[config.mk]
export PLATFORM = sky130hd
export DESIGN_NAME = load_store_unit
export DESIGN_NICKNAME = d
export VERILOG_FILES = /design/src/rtl/lsu_pkg.sv /design/src/rtl/lsu_align.sv /design/src/rtl/load_store_unit.sv
export SDC_FILE = /design/constraint.sdc
export NUM_CORES = 1
export LEC_CHECK = 0
export BUFFER_PORTS_ARGS = -buffer_cell sky130_fd_sc_hd__buf_2
export CORE_UTILIZATION = 40
export DETAILED_ROUTE_END_ITERATION = 10
export GPL_ROUTABILITY_DRIVEN = 0
export PLACE_DENSITY_LB_ADDON = 0.25
export SKIP_CTS_REPAIR_TIMING = 1
export SLEW_MARGIN = 20
export SYNTH_ARGS = -nofsm -noshare
export SYNTH_HDL_FRONTEND = slang
export SYNTH_SLANG_ARGS = --single-unit
[constraint.sdc]
create_clock -name clk -period 6.8 [get_ports clk]
set_clock_uncertainty 0.1 [all_clocks]
set_input_delay 1.36 -clock clk [delete_from_list [all_inputs] [get_ports clk]]
set_output_delay 1.36 -clock clk [all_outputs]
set_load 0.005 [all_outputs]
[src/rtl/lsu_pkg.sv]
// ---------------------------------------------------------------------------
// lsu_pkg
// Shared types and lane helpers for the load/store unit.
//   size_e   : access size (byte / half / word)
//   state_e  : load/store unit FSM states
//   lane_mask        : byte-enable mask of the addressed lane(s)
//   load_extend      : extract the addressed lane and sign/zero-extend it
//   store_merge      : replace the addressed lane(s) of an old word
//   misaligned       : half with addr[0]=1, or word with addr[1:0]!=0
// ---------------------------------------------------------------------------
package lsu_pkg;

  typedef enum logic [1:0] {
    SZ_B = 2'd0,
    SZ_H = 2'd1,
    SZ_W = 2'd2
  } size_e;

  typedef enum logic [2:0] {
    IDLE   = 3'd0,
    READ   = 3'd1,
    WRITE  = 3'd2,
    RMW_RD = 3'd3,
    RMW_WR = 3'd4,
    RESP   = 3'd5
  } state_e;

  // Halfword lane is chosen by off[1] only; off[0] is ignored for halves.
  function automatic logic [3:0] lane_mask(input size_e sz, input logic [1:0] off);
    logic [3:0] m;
    case (sz)
      SZ_B:    m = 4'b0001 << off;
      SZ_H:    m = off[1] ? 4'b1100 : 4'b0011;
      default: m = 4'b1111;
    endcase
    return m;
  endfunction

  function automatic logic [31:0] load_extend(input logic [31:0] word, input size_e sz,
                                              input logic [1:0] off, input logic uns);
    logic [7:0]  b;
    logic [15:0] h;
    logic [31:0] r;
    case (off)
      2'd0:    b = word[7:0];
      2'd1:    b = word[15:8];
      2'd2:    b = word[23:16];
      default: b = word[31:24];
    endcase
    h = off[1] ? word[31:16] : word[15:0];
    case (sz)
      SZ_B:    r = uns ? {24'd0, b} : {{24{b[7]}}, b};
      SZ_H:    r = uns ? {16'd0, h} : {{16{h[15]}}, h};
      default: r = word;
    endcase
    return r;
  endfunction

  // Store data is right-justified, so replicate it across every lane and let
  // the mask pick which lanes actually take the new bytes.
  function automatic logic [31:0] store_merge(input logic [31:0] old_word, input logic [31:0] wdata,
                                              input size_e sz, input logic [1:0] off);
    logic [31:0] rep;
    logic [3:0]  m;
    logic [31:0] r;
    case (sz)
      SZ_B:    rep = {4{wdata[7:0]}};
      SZ_H:    rep = {2{wdata[15:0]}};
      default: rep = wdata;
    endcase
    m = lane_mask(sz, off);
    for (int i = 0; i < 4; i++) begin
      r[i*8 +: 8] = m[i] ? rep[i*8 +: 8] : old_word[i*8 +: 8];
    end
    return r;
  endfunction

  function automatic logic misaligned(input size_e sz, input logic [1:0] off);
    logic mis;
    case (sz)
      SZ_B:    mis = 1'b0;
      SZ_H:    mis = off[0];
      default: mis = (off != 2'd0);
    endcase
    return mis;
  endfunction

endpackage

[src/rtl/lsu_align.sv]
// ---------------------------------------------------------------------------
// lsu_align
// Combinational lane logic for the load/store unit.
//   rdata_i    in  32  word read from memory (load path)
//   old_i      in  32  previously read word (read-modify-write path)
//   wdata_i    in  32  right-justified store data
//   size_i     in  2   access size (size_e)
//   off_i      in  2   byte offset within the word
//   uns_i      in  1   zero-extend loads when 1
//   ld_data_o  out 32  extracted and extended load result
//   st_data_o  out 32  old word with the addressed lane(s) replaced
// ---------------------------------------------------------------------------
module lsu_align
  import lsu_pkg::*;
(
  input  logic [31:0] rdata_i,
  input  logic [31:0] old_i,
  input  logic [31:0] wdata_i,
  input  size_e       size_i,
  input  logic [1:0]  off_i,
  input  logic        uns_i,
  output logic [31:0] ld_data_o,
  output logic [31:0] st_data_o
);

  assign ld_data_o = load_extend(rdata_i, size_i, off_i, uns_i);
  assign st_data_o = store_merge(old_i, wdata_i, size_i, off_i);

endmodule

[src/rtl/load_store_unit.sv]
// ---------------------------------------------------------------------------
// load_store_unit
// Initiator side of the word-wide data-memory port. Accepts one load/store
// per request, performs byte/half stores as read-modify-write and returns
// sign/zero-extended load data.
//   clk, rst_n      clock, asynchronous active-low reset
//   req_valid/ready request handshake (ready only in IDLE)
//   req_write       1 = store, 0 = load
//   req_size        0 = byte, 1 = half, 2/3 = word
//   req_unsigned    zero-extend load result
//   req_addr        byte address
//   req_wdata       right-justified store data
//   rsp_valid       one-cycle completion pulse
//   rsp_rdata       extended load data (0 for stores), held between responses
//   rsp_err         misaligned-access flag, qualified by rsp_valid
//   MemRead/MemWrite/address/writeData/readData  data-memory port
// Build option: define LSU_MISALIGN_TRAP_EN to reject misaligned half/word
// accesses without touching memory (rsp_err=1); otherwise rsp_err is 0 and
// the misaligned low address bits are ignored.
// ---------------------------------------------------------------------------
module load_store_unit
  import lsu_pkg::*;
#(
  parameter int ADDR_W = 32,
  parameter int DATA_W = 32
) (
  input  logic              clk,
  input  logic              rst_n,
  input  logic              req_valid,
  output logic              req_ready,
  input  logic              req_write,
  input  logic [1:0]        req_size,
  input  logic              req_unsigned,
  input  logic [ADDR_W-1:0] req_addr,
  input  logic [DATA_W-1:0] req_wdata,
  output logic              rsp_valid,
  output logic [DATA_W-1:0] rsp_rdata,
  output logic              rsp_err,
  output logic              MemRead,
  output logic              MemWrite,
  output logic [ADDR_W-1:0] address,
  output logic [DATA_W-1:0] writeData,
  input  logic [DATA_W-1:0] readData
);

  state_e            state_q;
  logic [DATA_W-1:0] rsp_rdata_q;
  logic              accept;
  size_e             req_sz;
  state_e            op_state_d;

  // Captured request fields; not reset, they are only consumed after a
  // handshake has loaded them.
  logic              write_q;
  size_e             size_q;
  logic              uns_q;
  logic [ADDR_W-1:0] addr_q;
  logic [DATA_W-1:0] wdata_q;
  logic [DATA_W-1:0] old_q;

  logic [DATA_W-1:0] ld_data;
  logic [DATA_W-1:0] st_data;

  assign accept = req_valid && (state_q == IDLE);

  // Size code 3 behaves as a word access.
  always_comb begin
    req_sz = (req_size == 2'd3) ? SZ_W : size_e'(req_size);
  end

  always_comb begin
    op_state_d = READ;
    if (req_write) begin
      op_state_d = (req_sz == SZ_W) ? WRITE : RMW_RD;
    end
  end

  // ---- Request capture / old-word capture ----
  always_ff @(posedge clk) begin
    if (accept) begin
      write_q <= req_write;
      size_q  <= req_sz;
      uns_q   <= req_unsigned;
      addr_q  <= req_addr;
      wdata_q <= req_wdata;
    end
    if (state_q == RMW_RD) begin
      old_q <= readData;
    end
  end

  lsu_align u_align (
    .rdata_i   (readData),
    .old_i     (old_q),
    .wdata_i   (wdata_q),
    .size_i    (size_q),
    .off_i     (addr_q[1:0]),
    .uns_i     (uns_q),
    .ld_data_o (ld_data),
    .st_data_o (st_data)
  );

`ifdef LSU_MISALIGN_TRAP_EN
  logic rsp_err_q;
`endif

  // ---- FSM and response registers ----
  always_ff @(posedge clk or negedge rst_n) begin
    if (!rst_n) begin
      state_q     <= IDLE;
      rsp_rdata_q <= '0;
`ifdef LSU_MISALIGN_TRAP_EN
      rsp_err_q   <= 1'b0;
`endif
    end else begin
      case (state_q)
        IDLE: begin
          if (accept) begin
`ifdef LSU_MISALIGN_TRAP_EN
            if (misaligned(req_sz, req_addr[1:0])) begin
              state_q     <= RESP;
              rsp_rdata_q <= '0;
              rsp_err_q   <= 1'b1;
            end else begin
              state_q   <= op_state_d;
              rsp_err_q <= 1'b0;
            end
`else
            state_q <= op_state_d;
`endif
          end
        end
        READ: begin
          rsp_rdata_q <= ld_data;
          state_q     <= RESP;
        end
        WRITE: begin
          rsp_rdata_q <= '0;
          state_q     <= RESP;
        end
        RMW_RD: begin
          state_q <= RMW_WR;
        end
        RMW_WR: begin
          rsp_rdata_q <= '0;
          state_q     <= RESP;
        end
        default: begin
          state_q <= IDLE;
        end
      endcase
    end
  end

`ifdef LSU_MISALIGN_TRAP_EN
  assign rsp_err = rsp_err_q;
`else
  assign rsp_err = 1'b0;
`endif

  // ---- Memory port and response decode (registered state only) ----
  assign req_ready = (state_q == IDLE);
  assign rsp_valid = (state_q == RESP);
  assign rsp_rdata = rsp_rdata_q;
  assign MemRead   = (state_q == READ)  || (state_q == RMW_RD);
  assign MemWrite  = (state_q == WRITE) || (state_q == RMW_WR);
  assign address   = (MemRead || MemWrite) ? {addr_q[ADDR_W-1:2], 2'b00} : '0;

  always_comb begin
    writeData = '0;
    if (state_q == WRITE) begin
      writeData = wdata_q;
    end else if (state_q == RMW_WR) begin
      writeData = st_data;
    end
  end

endmodule

==> results by group, run 1 <==
Run status
  • Run status: completed

Pwr
  • Cell-internal power: 2.096 mW
  • Sequential power share: 37.5%
  • Max rail drop VDD: 269.6 µV
  • Switching power share of the total: 31.81%
  • Power spent charging and discharging nets: 0.9777 mW
  • Fraction of power consumed by the clock network: 31.5%
  • Portion of total power attributed to combinational logic: 30.9%
  • Overall power after layout: 3.074 mW
  • Leakage dissipation: 3.346 nW
  • Power density of the placed cells: 391.8 nW/µm²

GRT
  • GRT Total Usage: 22.24%
  • Via count of the first global-routing pass: 4,641
  • Maximum number of pins on one net before global-route repair: 36
  • Overflow left after global routing: 0
  • Global-route wire length before repair: 26.04 mm
  • Antenna violations before repair: 1

Drt
  • Via count: 4,649
  • Ratio of routed vias to standard cells: 5.431
  • Count of antenna-violating nets left after detailed routing: 0
  • WL final: 17.20 mm
  • # DRC: 0
  • Initial detailed-routing violation count: 501
  • Average detailed-routed wire length per instance: 20.10 µm
  • First drt pass iteration count: 5

Floorplan
  • Overall die width: 125.8 µm
  • Cell row count: 44
  • DIE AREA: 15,820 µm²
  • Ports placed on the boundary: 204
  • Effective utilization at floorplan: 41.53%
  • Vertical extent of the die: 125.8 µm
  • Core footprint: 14,750 µm²

STA
  • Endpoints failing setup: 0
  • Number of endpoints with negative hold slack in the final report: 0
  • Tmin final: 4267 ps
  • FMAX: 0.2344 GHz
  • Setup TNS: 0 ps
  • Slew headroom: 33.43%
  • Post-route setup slack: 2533 ps
  • Number of max-slew violations in the final report: 0
  • Worst Max-Slew Pin Slew: 998.6 ps
  • Fraction of the cycle the final worst path needs: 62.75%
  • Unrepaired setup endpoints after global routing: no

Flow run
  • Maxcap violations: 0

Logic synthesis
  • Netlist cell types: 41
  • Sequential fraction of the synthesis area: 62.81%
  • Average instance area after synthesis: 13.12 µm²
  • Netlist area before placement: 6127 µm²
  • Flop and latch count out of synthesis: 134
  • Total of warnings raised by yosys: 0
  • Gate Count Post-Synth: 467

Clock network
  • Buffer levels on the longest clock path: 2
  • CTS buffer count: 17
  • Clock tree from TritonCTS: done
  • Cell at the root of the clock tree: sky130_fd_sc_hd__clkbuf_16
  • Clock edge transition at the registers on the reported setup and hold paths: 60 ps
  • Skew-Pair Late Insertion Delay: 420 ps
  • Count of clock tree sinks: 134
  • H-tree levels: 4

Hold path
  • Worst Hold Class: flop to flop
  • Hold Path Sink: rsp_rdata[1]$_DFFE_PN0P_
  • Hold wc startpoint: rsp_rdata[1]$_DFFE_PN0P_
  • Worst hold stages: 2

Place
  • Number of buffer cells added on primary ports: 200
  • Post-placement worst setup slack: 3002 ps
  • Placed Instances: 823
  • HPWL after detailed placement: 12.47 mm

Setup path
  • Register-to-register setup slack: 3990 ps
  • Data arrival time at the worst-slack endpoint: 2810 ps
  • Worst endpoint required time: 5340 ps
  • Reg-to-reg startpoint: state_q[0]$_DFFE_PN0P_
  • Maximum fanout along the worst path: 34
  • Nature of the critical path endpoint: primary output
  • CP startpoint kind: flop
  • Setup Crit Path Kind: flop to primary output
  • Reg-to-reg critical path endpoint: wdata_q[11]$_DFFE_PP_
  • Count of cells along the worst register-to-register path: 3

Layout
  • Fillcell total: 1,282
  • Layout Nets: 761
  • Number of standard cells in the final layout excluding fillers: 856
  • Layout area overhead: 28.06%
  • Fraction of final layout cells with drive strength greater than 1: 41.58%
## cell type report
| cell class | count | area [µm²] | area share [%] |
|---|---|---|---|
| multi-input cells | 289 | 2061 | 26.26 |
| flip-flops and latches | 134 | 3849 | 49.05 |
| clock buffers | 20 | 446.7 | 5.693 |
| repair buffers | 205 | 1039 | 13.24 |
| well taps | 184 | 230.2 | 2.934 |
| diodes | 1 | 2.502 | 0.03189 |
| inverters | 11 | 41.29 | 0.5262 |
| clock inverters | 12 | 177.7 | 2.264 |
## layer usage
| metal | vias up | routed length, µm | GRT usage [%] |
|---|---|---|---|
| met5 | - | 0 | 0 |
| met2 | 243 | 7921 | 34.18 |
| met1 | 2226 | 7326 | 28.47 |
| met3 | 30 | 1554 | 7.986 |
| li1 | 2150 | - | - |
| met4 | 0 | 400 | 9.426 |
## registers in the layout (all words and copies together) (netlist names)
| name | cells |
|---|---|
| rsp_rdata | 32 |
| old_q | 32 |
| addr_q | 32 |
| uns_q | 1 |
| state_q | 3 |
| size_q | 2 |
| wdata_q | 32 |
## cells in the mapped netlist (all sizes together)
cell type  number  share of area [%]
nor3            2               0.16
nand2b          2               0.20
mux2           26                4.8
nor2            8               0.49
buf            17                2.1
and3            2               0.29
a221oi          1               0.14
and2           33                3.4
o211ai          9                1.1
nor3b          10                1.2
a222oi          6               0.98
o21ai          40                3.3
dfrtp          35                 14
a22o           17                2.4
mux2i          17                2.8
a2111oi         1               0.45
clkbuf         18                1.1
inv            11               0.67
nand2          28                1.7
a21o            1               0.12
edfxtp         99                 49
nor2b          13                1.3
a31oi           8               0.82
or2             9               0.92
o21a            2               0.24
conb            1              0.061
a21oi          25                2.1
and3b           1               0.14
mux4            1               0.37
or3b            3               0.43
nor4            1               0.10
a221o          17                2.8
a22oi           1               0.20
o22ai           2               0.20
## kinds of logic (layout without fill, tap and decap cells)
family	Yosys count	count (layout)	share of synthesized area [%]
AOI/OAI and AO/OA	130	130	14.91
buffers and inverters	46	248	3.921
DFF	134	134	62.81
muxes	44	44	7.923
other	1	4	0.06120
and+or+nand+nor	112	112	10.37
## critical path, stage by stage, from the launching register on
cell and delay, ps:
sky130_fd_sc_hd__edfxtp_1 780, sky130_fd_sc_hd__nor2_1 770, sky130_fd_sc_hd__mux2_2 410, sky130_fd_sc_hd__mux2i_1 160, sky130_fd_sc_hd__o21ai_0 110, sky130_fd_sc_hd__buf_2 160
## cell usage in the layout, fill, tap and decap left out, types with 24 or more instances in the layout
cell | Yosys | routed
sky130_fd_sc_hd__edfxtp_1 | 99 | 99
sky130_fd_sc_hd__nand2_1 | 28 | 28
sky130_fd_sc_hd__o21ai_0 | 38 | 38
sky130_fd_sc_hd__a21oi_1 | 24 | 24
sky130_fd_sc_hd__dfrtp_1 | 35 | 35
sky130_fd_sc_hd__and2_1 | 33 | 32
sky130_fd_sc_hd__mux2_2 | 26 | 26
sky130_fd_sc_hd__buf_2 | 6 | 200
## metrics by stage
stage	instance area (µm²)	utilization, %	hold slack, ps
after floorplan	6135	-	373.3
after global placement	7211	48.87	371.2
after detailed placement	7211	48.87	376.0
after CTS	7835	53.10	391.0
after global routing	7846	53.18	422.5
final	7846	53.18	393.5
## worst max path at each step
stage / from / end / slack, ps / cells after the start
after floorplan: req_valid / addr_q[0]$_DFFE_PP_ / 3330 / 1
after global placement: size_q[0]$_DFFE_PP_ / writeData[12] / 3120 / 5
after detailed placement: size_q[0]$_DFFE_PP_ / writeData[8] / 3000 / 5
after CTS: size_q[0]$_DFFE_PP_ / writeData[8] / 2550 / 5
after global routing: size_q[0]$_DFFE_PP_ / writeData[2] / 2290 / 5
final: size_q[0]$_DFFE_PP_ / writeData[8] / 2530 / 5
## power by group through the flow
stage	combinational [mW]	sequential, mW	clock (mW)
2_1_floorplan	0.603	1.12	0
3_3_place_gp	0.936	1.16	0
3_5_place_dp	0.952	1.16	0
4_1_cts	0.964	1.15	0.988
5_1_grt	1.05	1.17	1.02
6_report	0.951	1.15	0.970
(Power assumes the default switching activity.)
==> inputs of run 2 (changes only) <==
Settings changed: ABC_AREA set to 1.
Clock period 6.8 ns to 4.3 ns, I/O delays scaled along.
==> results by group, run 2 <==
Run status
  • Run status: completed

Logic synthesis
  • Flop and latch count out of synthesis: 134
  • Netlist area before placement: 6280 µm²
  • Asr flop ratio synth: 26.12%
  • Count of flip-flops with a built-in enable after synthesis: 99
  • Sequential fraction of the synthesis area: 61.29%
  • Leading register cell type out of synthesis: sky130_fd_sc_hd__edfxtp_1
  • Main combinational cell family by area after synthesis: simple AND/OR/NAND/NOR gates
  • Post-synth top area share: 47.34%
  • Average instance area after synthesis: 9.221 µm²
  • Most repeated cell in the gate-level netlist after synthesis: sky130_fd_sc_hd__nand2_1
  • Simple-gate share of the synthesized area: 20.94%
  • Area share of xor/xnor cells in the synthesized design: 0%
  • Share of cell area taken by muxes after synthesis: 0%
  • Most common library cells after synthesis: 251 x sky130_fd_sc_hd__nand2_1, 99 x sky130_fd_sc_hd__edfxtp_1, 78 x sky130_fd_sc_hd__inv_1
  • Cell types with the largest area share after synthesis: sky130_fd_sc_hd__edfxtp_1 47%, sky130_fd_sc_hd__nand2_1 15%, sky130_fd_sc_hd__dfrtp_1 14%
  • Post-synthesis share of cell area spent on full adders, half adders and majority gates: 0%
  • Netlist cell types: 28
  • Gate Count Post-Synth: 681
  • Area fraction in compound gates after synthesis: 9.743%
  • Total of warnings raised by yosys: 0
  • Post-synthesis cell type with the largest combined area: sky130_fd_sc_hd__edfxtp_1

Floorplan
  • Vertical extent of the die: 127.3 µm
  • Overall die width: 127.3 µm
  • Effective utilization at floorplan: 41.16%
  • Cell row count: 45
  • Core footprint: 15,260 µm²
  • DIE AREA: 16,200 µm²
  • Ports placed on the boundary: 204

Drt
  • # DRC: 0
  • Average detailed-routed wire length per instance: 16.42 µm
  • Via count: 5,294
  • Initial detailed-routing violation count: 588
  • First drt pass iteration count: 5
  • WL final: 18.10 mm
  • Ratio of routed vias to standard cells: 4.804
  • Count of antenna-violating nets left after detailed routing: 0

Clock network
  • H-tree levels: 4
  • Cell at the root of the clock tree: sky130_fd_sc_hd__clkbuf_16
  • Clock edge transition at the registers on the reported setup and hold paths: 60 ps
  • Buffer levels on the longest clock path: 2
  • CTS buffer count: 17
  • Count of clock tree sinks: 134
  • Clock tree from TritonCTS: done
  • Skew-Pair Late Insertion Delay: 420 ps

STA
  • Worst Max-Slew Pin Slew: 858.2 ps
  • Post-route setup slack: 655.9 ps
  • Fraction of the cycle the final worst path needs: 84.75%
  • Number of endpoints with negative hold slack in the final report: 0
  • Number of max-slew violations in the final report: 0
  • FMAX: 0.2744 GHz
  • Slew headroom: 42.65%
  • Setup TNS: 0 ps
  • Unrepaired setup endpoints after global routing: no
  • Endpoints failing setup: 0
  • Tmin final: 3644 ps

Setup path
  • CP Cell Sequence: inv_1 -> nand2_1 -> o221ai_1 -> nand2_1 -> nand2_1 -> nand2_1 -> buf_2
  • Cell type of the slowest stage on the worst timing path: sky130_fd_sc_hd__edfxtp_1
  • Maximum fanout along the worst path: 17
  • Dominant cell type by count on the critical path: sky130_fd_sc_hd__nand2_1
  • Setup Crit Path Kind: flop to primary output
  • Stage delay of the slowest cell on the critical path: 630 ps
  • CP startpoint kind: flop
  • Nature of the critical path endpoint: primary output
  • Top delay family on crit path: simple AND/OR/NAND/NOR gates
  • Worst endpoint required time: 3340 ps
  • Bufs and invs on worst path: 2
  • Data arrival time at the worst-slack endpoint: 2680 ps

GRT
  • Overflow left after global routing: 0
  • GRT Total Usage: 23.00%
  • Global-route wire length before repair: 27.39 mm
  • Antenna violations before repair: 1
  • Maximum number of pins on one net before global-route repair: 44
  • Via count of the first global-routing pass: 4,944

Place
  • Cell area reported after detailed placement: 7447 µm²
  • HPWL after detailed placement: 13.11 mm
  • Number of buffer cells added on primary ports: 200
  • Post-placement worst setup slack: 1145 ps

Pwr
  • Cell-internal power: 3.224 mW
  • Switching power share of the total: 36.96%
  • Sequential power share: 36.0%
  • Power spent charging and discharging nets: 1.890 mW
  • Leakage dissipation: 4.085 nW
  • Max rail drop VDD: 346.7 µV
  • Fraction of power consumed by the clock network: 28.6%
  • Power density of the placed cells: 636.0 nW/µm²
  • Portion of total power attributed to combinational logic: 35.5%
  • Overall power after layout: 5.114 mW

Layout
  • Layout area overhead: 28.05%
  • Area of all placed cells without fillers: 8041 µm²
  • Top library cells by usage in the layout, fill and taps aside: 251 x sky130_fd_sc_hd__nand2_1, 200 x sky130_fd_sc_hd__buf_2, 99 x sky130_fd_sc_hd__edfxtp_1, 78 x sky130_fd_sc_hd__inv_1, 47 x sky130_fd_sc_hd__o21ai_0
  • Fraction of final layout cells with drive strength greater than 1: 29.44%
  • Post-Route Utilization: 52.70%
  • Most common cell after layout, fill and taps aside: sky130_fd_sc_hd__nand2_1
  • Layout Nets: 980

Flow run
  • Maxcap violations: 0

Hold path
  • Worst Hold Class: flop to flop
run 2: tightest hold or removal path, stage by stage, from the launching register on:
cell and delay (ps):
sky130_fd_sc_hd__dfrtp_1 330, sky130_fd_sc_hd__nand2_1 50, sky130_fd_sc_hd__nand2_1 60
run 2: logic make-up after synthesis:
family	count (synthesis)
AOI/OAI and AO/OA	105
buffers and inverters	117
DFF	134
other	1
and+or+nand+nor	324
run 2: cell type report:
class                           instances  area (µm²)
Antenna cell                            1       2.502
Fill cell                            1438        7217
Sequential cell                       134        3849
Inverter                               85       320.3
Clock inverter                         15       166.4
Timing Repair Buffer                  207        1066
Multi-Input combinational cell        432        1948
Clock buffer                           17       425.4
Tap cell                              211       264.0
run 2: final timing paths:
check | slack [ps] | from | cells past startpoint | endpoint
max | 660 | size_q[1]$_DFFE_PP_ | 7 | writeData[27]
min | 370 | rsp_rdata[20]$_DFFE_PN0P_ | 2 | rsp_rdata[20]$_DFFE_PN0P_
max reg2reg | 1810 | size_q[1]$_DFFE_PP_ | 6 | rsp_rdata[12]$_DFFE_PN0P_
min reg2reg | 370 | rsp_rdata[20]$_DFFE_PN0P_ | 2 | rsp_rdata[20]$_DFFE_PN0P_
max in group asynchronous | 3170 | rst_n | 1 | rsp_rdata[30]$_DFFE_PN0P_
min in group asynchronous | 420 | rst_n | 1 | rsp_rdata[2]$_DFFE_PN0P_
run 2: power by group through the flow:
stage / logic [mW] / registers, mW / clock network, mW
after floorplan: 1.10 / 1.86 / 0
after global placement: 1.82 / 1.86 / 0
after detailed placement: 1.83 / 1.86 / 0
after CTS: 1.84 / 1.84 / 1.49
after global routing: 2.05 / 1.87 / 1.53
final: 1.81 / 1.84 / 1.46
run 2: per-layer routing:
| layer | track usage (%) | routed length [µm] | up-vias |
|---|---|---|---|
| met5 | 0 | 0 | - |
| met4 | 7.283 | 241 | 0 |
| met3 | 7.203 | 1597 | 15 |
| met2 | 36.13 | 8497 | 245 |
| met1 | 30.40 | 7762 | 2432 |
| li1 | - | - | 2602 |
run 2: through the flow:
step	cells	hold WS (ps)
finish	1102	371.5
global route	1101	390.8
CTS	1101	379.9
detailed placement	1069	362.3
global placement	1069	358.6
floorplan	683	372.0
==> inputs of run 3 (changes only) <==
Settings changed: ABC_AREA 1 to 0.
Clock period 4.3 ns to 3.7 ns, I/O delays scaled along.
==> results by group, run 3 (synthesis results as in run 1) <==
Run status
  • Run status: completed

GRT
  • Global-route wire length before repair: 26.23 mm
  • GRT Total Usage: 22.15%
  • Maximum number of pins on one net before global-route repair: 53
  • Overflow left after global routing: 0
  • Via count of the first global-routing pass: 4,669
  • Antenna violations before repair: 3

Flow run
  • Maxcap violations: 0

Clock network
  • Clock edge transition at the registers on the reported setup and hold paths: 60 ps
  • Buffer levels on the longest clock path: 2
  • Count of clock tree sinks: 134
  • Clock tree from TritonCTS: done
  • CTS buffer count: 17
  • Skew-Pair Late Insertion Delay: 410 ps
  • H-tree levels: 4
  • Cell at the root of the clock tree: sky130_fd_sc_hd__clkbuf_16

Setup path
  • Stage delay of the slowest cell on the critical path: 710 ps
  • Setup Crit Path Kind: flop to primary output
  • CP Cell Sequence: nor2_1 -> mux2_2 -> mux2i_1 -> o21ai_0 -> buf_2
  • Critical path startpoint: size_q[1]$_DFFE_PP_
  • CP startpoint kind: flop
  • Data arrival time at the worst-slack endpoint: 2570 ps
  • Nature of the critical path endpoint: primary output
  • Cell type of the slowest stage on the worst timing path: sky130_fd_sc_hd__nor2_1
  • Reg-to-reg startpoint: addr_q[1]$_DFFE_PP_
  • Worst endpoint required time: 2860 ps
  • Maximum fanout along the worst path: 19

Pwr
  • Max rail drop VDD: 412.2 µV
  • Power density of the placed cells: 716.3 nW/µm²
  • Leakage dissipation: 3.369 nW
  • Overall power after layout: 5.647 mW

STA
  • Worst Max-Slew Pin Slew: 1024 ps
  • Tmin final: 3412 ps
  • Slew headroom: 31.72%
  • Number of max-slew violations in the final report: 0
  • Final Hold Slack: 319.7 ps
  • FMAX: 0.2931 GHz
  • Fraction of the cycle the final worst path needs: 92.21%
  • Unrepaired setup endpoints after global routing: no
  • Setup TNS: 0 ps
  • Number of endpoints with negative hold slack in the final report: 0
  • Endpoints failing setup: 0

Layout
  • Area of combinational cells with multiple inputs: 2052 µm²
  • Fraction of final layout cells with drive strength greater than 1: 41.57%
  • Most common cell after layout, fill and taps aside: sky130_fd_sc_hd__buf_2
  • Top library cells by usage in the layout, fill and taps aside: 200 x sky130_fd_sc_hd__buf_2, 99 x sky130_fd_sc_hd__edfxtp_1, 38 x sky130_fd_sc_hd__o21ai_0, 35 x sky130_fd_sc_hd__dfrtp_1, 32 x sky130_fd_sc_hd__and2_1
  • Layout area overhead: 28.67%
  • Sequential cell area: 3849 µm²
  • Fillcell total: 1,313
  • Layout Nets: 766

Drt
  • Via count: 4,690
  • Average detailed-routed wire length per instance: 20.11 µm
  • # DRC: 0
  • Ratio of routed vias to standard cells: 5.435
  • Count of antenna-violating nets left after detailed routing: 0
  • Initial detailed-routing violation count: 454
  • First drt pass iteration count: 6
  • WL final: 17.36 mm

Place
  • Number of buffer cells added on primary ports: 200
  • HPWL after detailed placement: 12.48 mm

Floorplan
  • Ports placed on the boundary: 204
  • Vertical extent of the die: 125.8 µm
  • Overall die width: 125.8 µm
  • Cell row count: 44
  • Core footprint: 14,750 µm²
  • DIE AREA: 15,820 µm²
  • Effective utilization at floorplan: 41.53%

Hold path
  • Worst Hold Class: input port to async pin
## run 3: changes by cell type in the layout (fill, tap and decap cells not counted), moves of 26 or more
cell | before | now
sky130_fd_sc_hd__and2_1 | 0 | 32
sky130_fd_sc_hd__inv_1 | 78 | 11
sky130_fd_sc_hd__mux2_2 | 0 | 26
sky130_fd_sc_hd__nand2_1 | 251 | 28
sky130_fd_sc_hd__nor2_1 | 40 | 8
## run 3: layer usage
layer	share of wire, %	GRT usage [%]	vias to the layer above	routed length, µm
li1	-	-	2169	-
met5	0	0	-	0
met3	10	8.963	30	1758
met4	2.2	10.06	0	385
met1	40	27.49	2266	7020
met2	47	33.99	225	8195
## run 3: worst max-delay path, delay by kind of cell, from the launching register on
kind            cells  cell delay [ps]
flops               1              660
mux                 2              560
simple gates        1              710
compound gates      1               90
buf+inv             1              140
## run 3: layout make-up
type / instances / share of cell area (%)
timing repair buffer: 210 / 13.81
multi-input combinational: 289 / 26.03
clock inverter: 12 / 2.269
antenna: 3 / 0.09522
sequential: 134 / 48.82
tap: 184 / 2.920
inverter: 11 / 0.5237
clock buffer: 20 / 5.539
## run 3: where the power goes
part	switching (mW)	total (mW)	internal, mW
clock	0.633	1.76	1.13
combinational	0.970	1.78	0.807
sequential	0.188	2.11	1.92
total	1.79	5.65	3.86
## run 3: path summary, 6_finish.rpt
path	end	slack, ps	cells after the start
min reg2reg	rsp_rdata[1]$_DFFE_PN0P_	390	2
max	writeData[15]	290	5
min	rsp_rdata[23]$_DFFE_PN0P_	320	1
max in group asynchronous	state_q[1]$_DFFE_PN0P_	2660	1
max reg2reg	rsp_rdata[30]$_DFFE_PN0P_	1050	5
min in group clk	rsp_rdata[1]$_DFFE_PN0P_	390	2
## run 3: stage by stage
step | util, % | worst slack [ps] | cells | area (µm²)
after global placement | 49.21 | 818.5 | 828 | 7261
after global routing | 53.43 | 151.9 | 863 | 7884
after floorplan | - | 648.3 | 469 | 6135
after detailed placement | 49.21 | 716.4 | 828 | 7261
final | 53.43 | 288.3 | 863 | 7884
after CTS | 53.38 | 257.4 | 860 | 7876
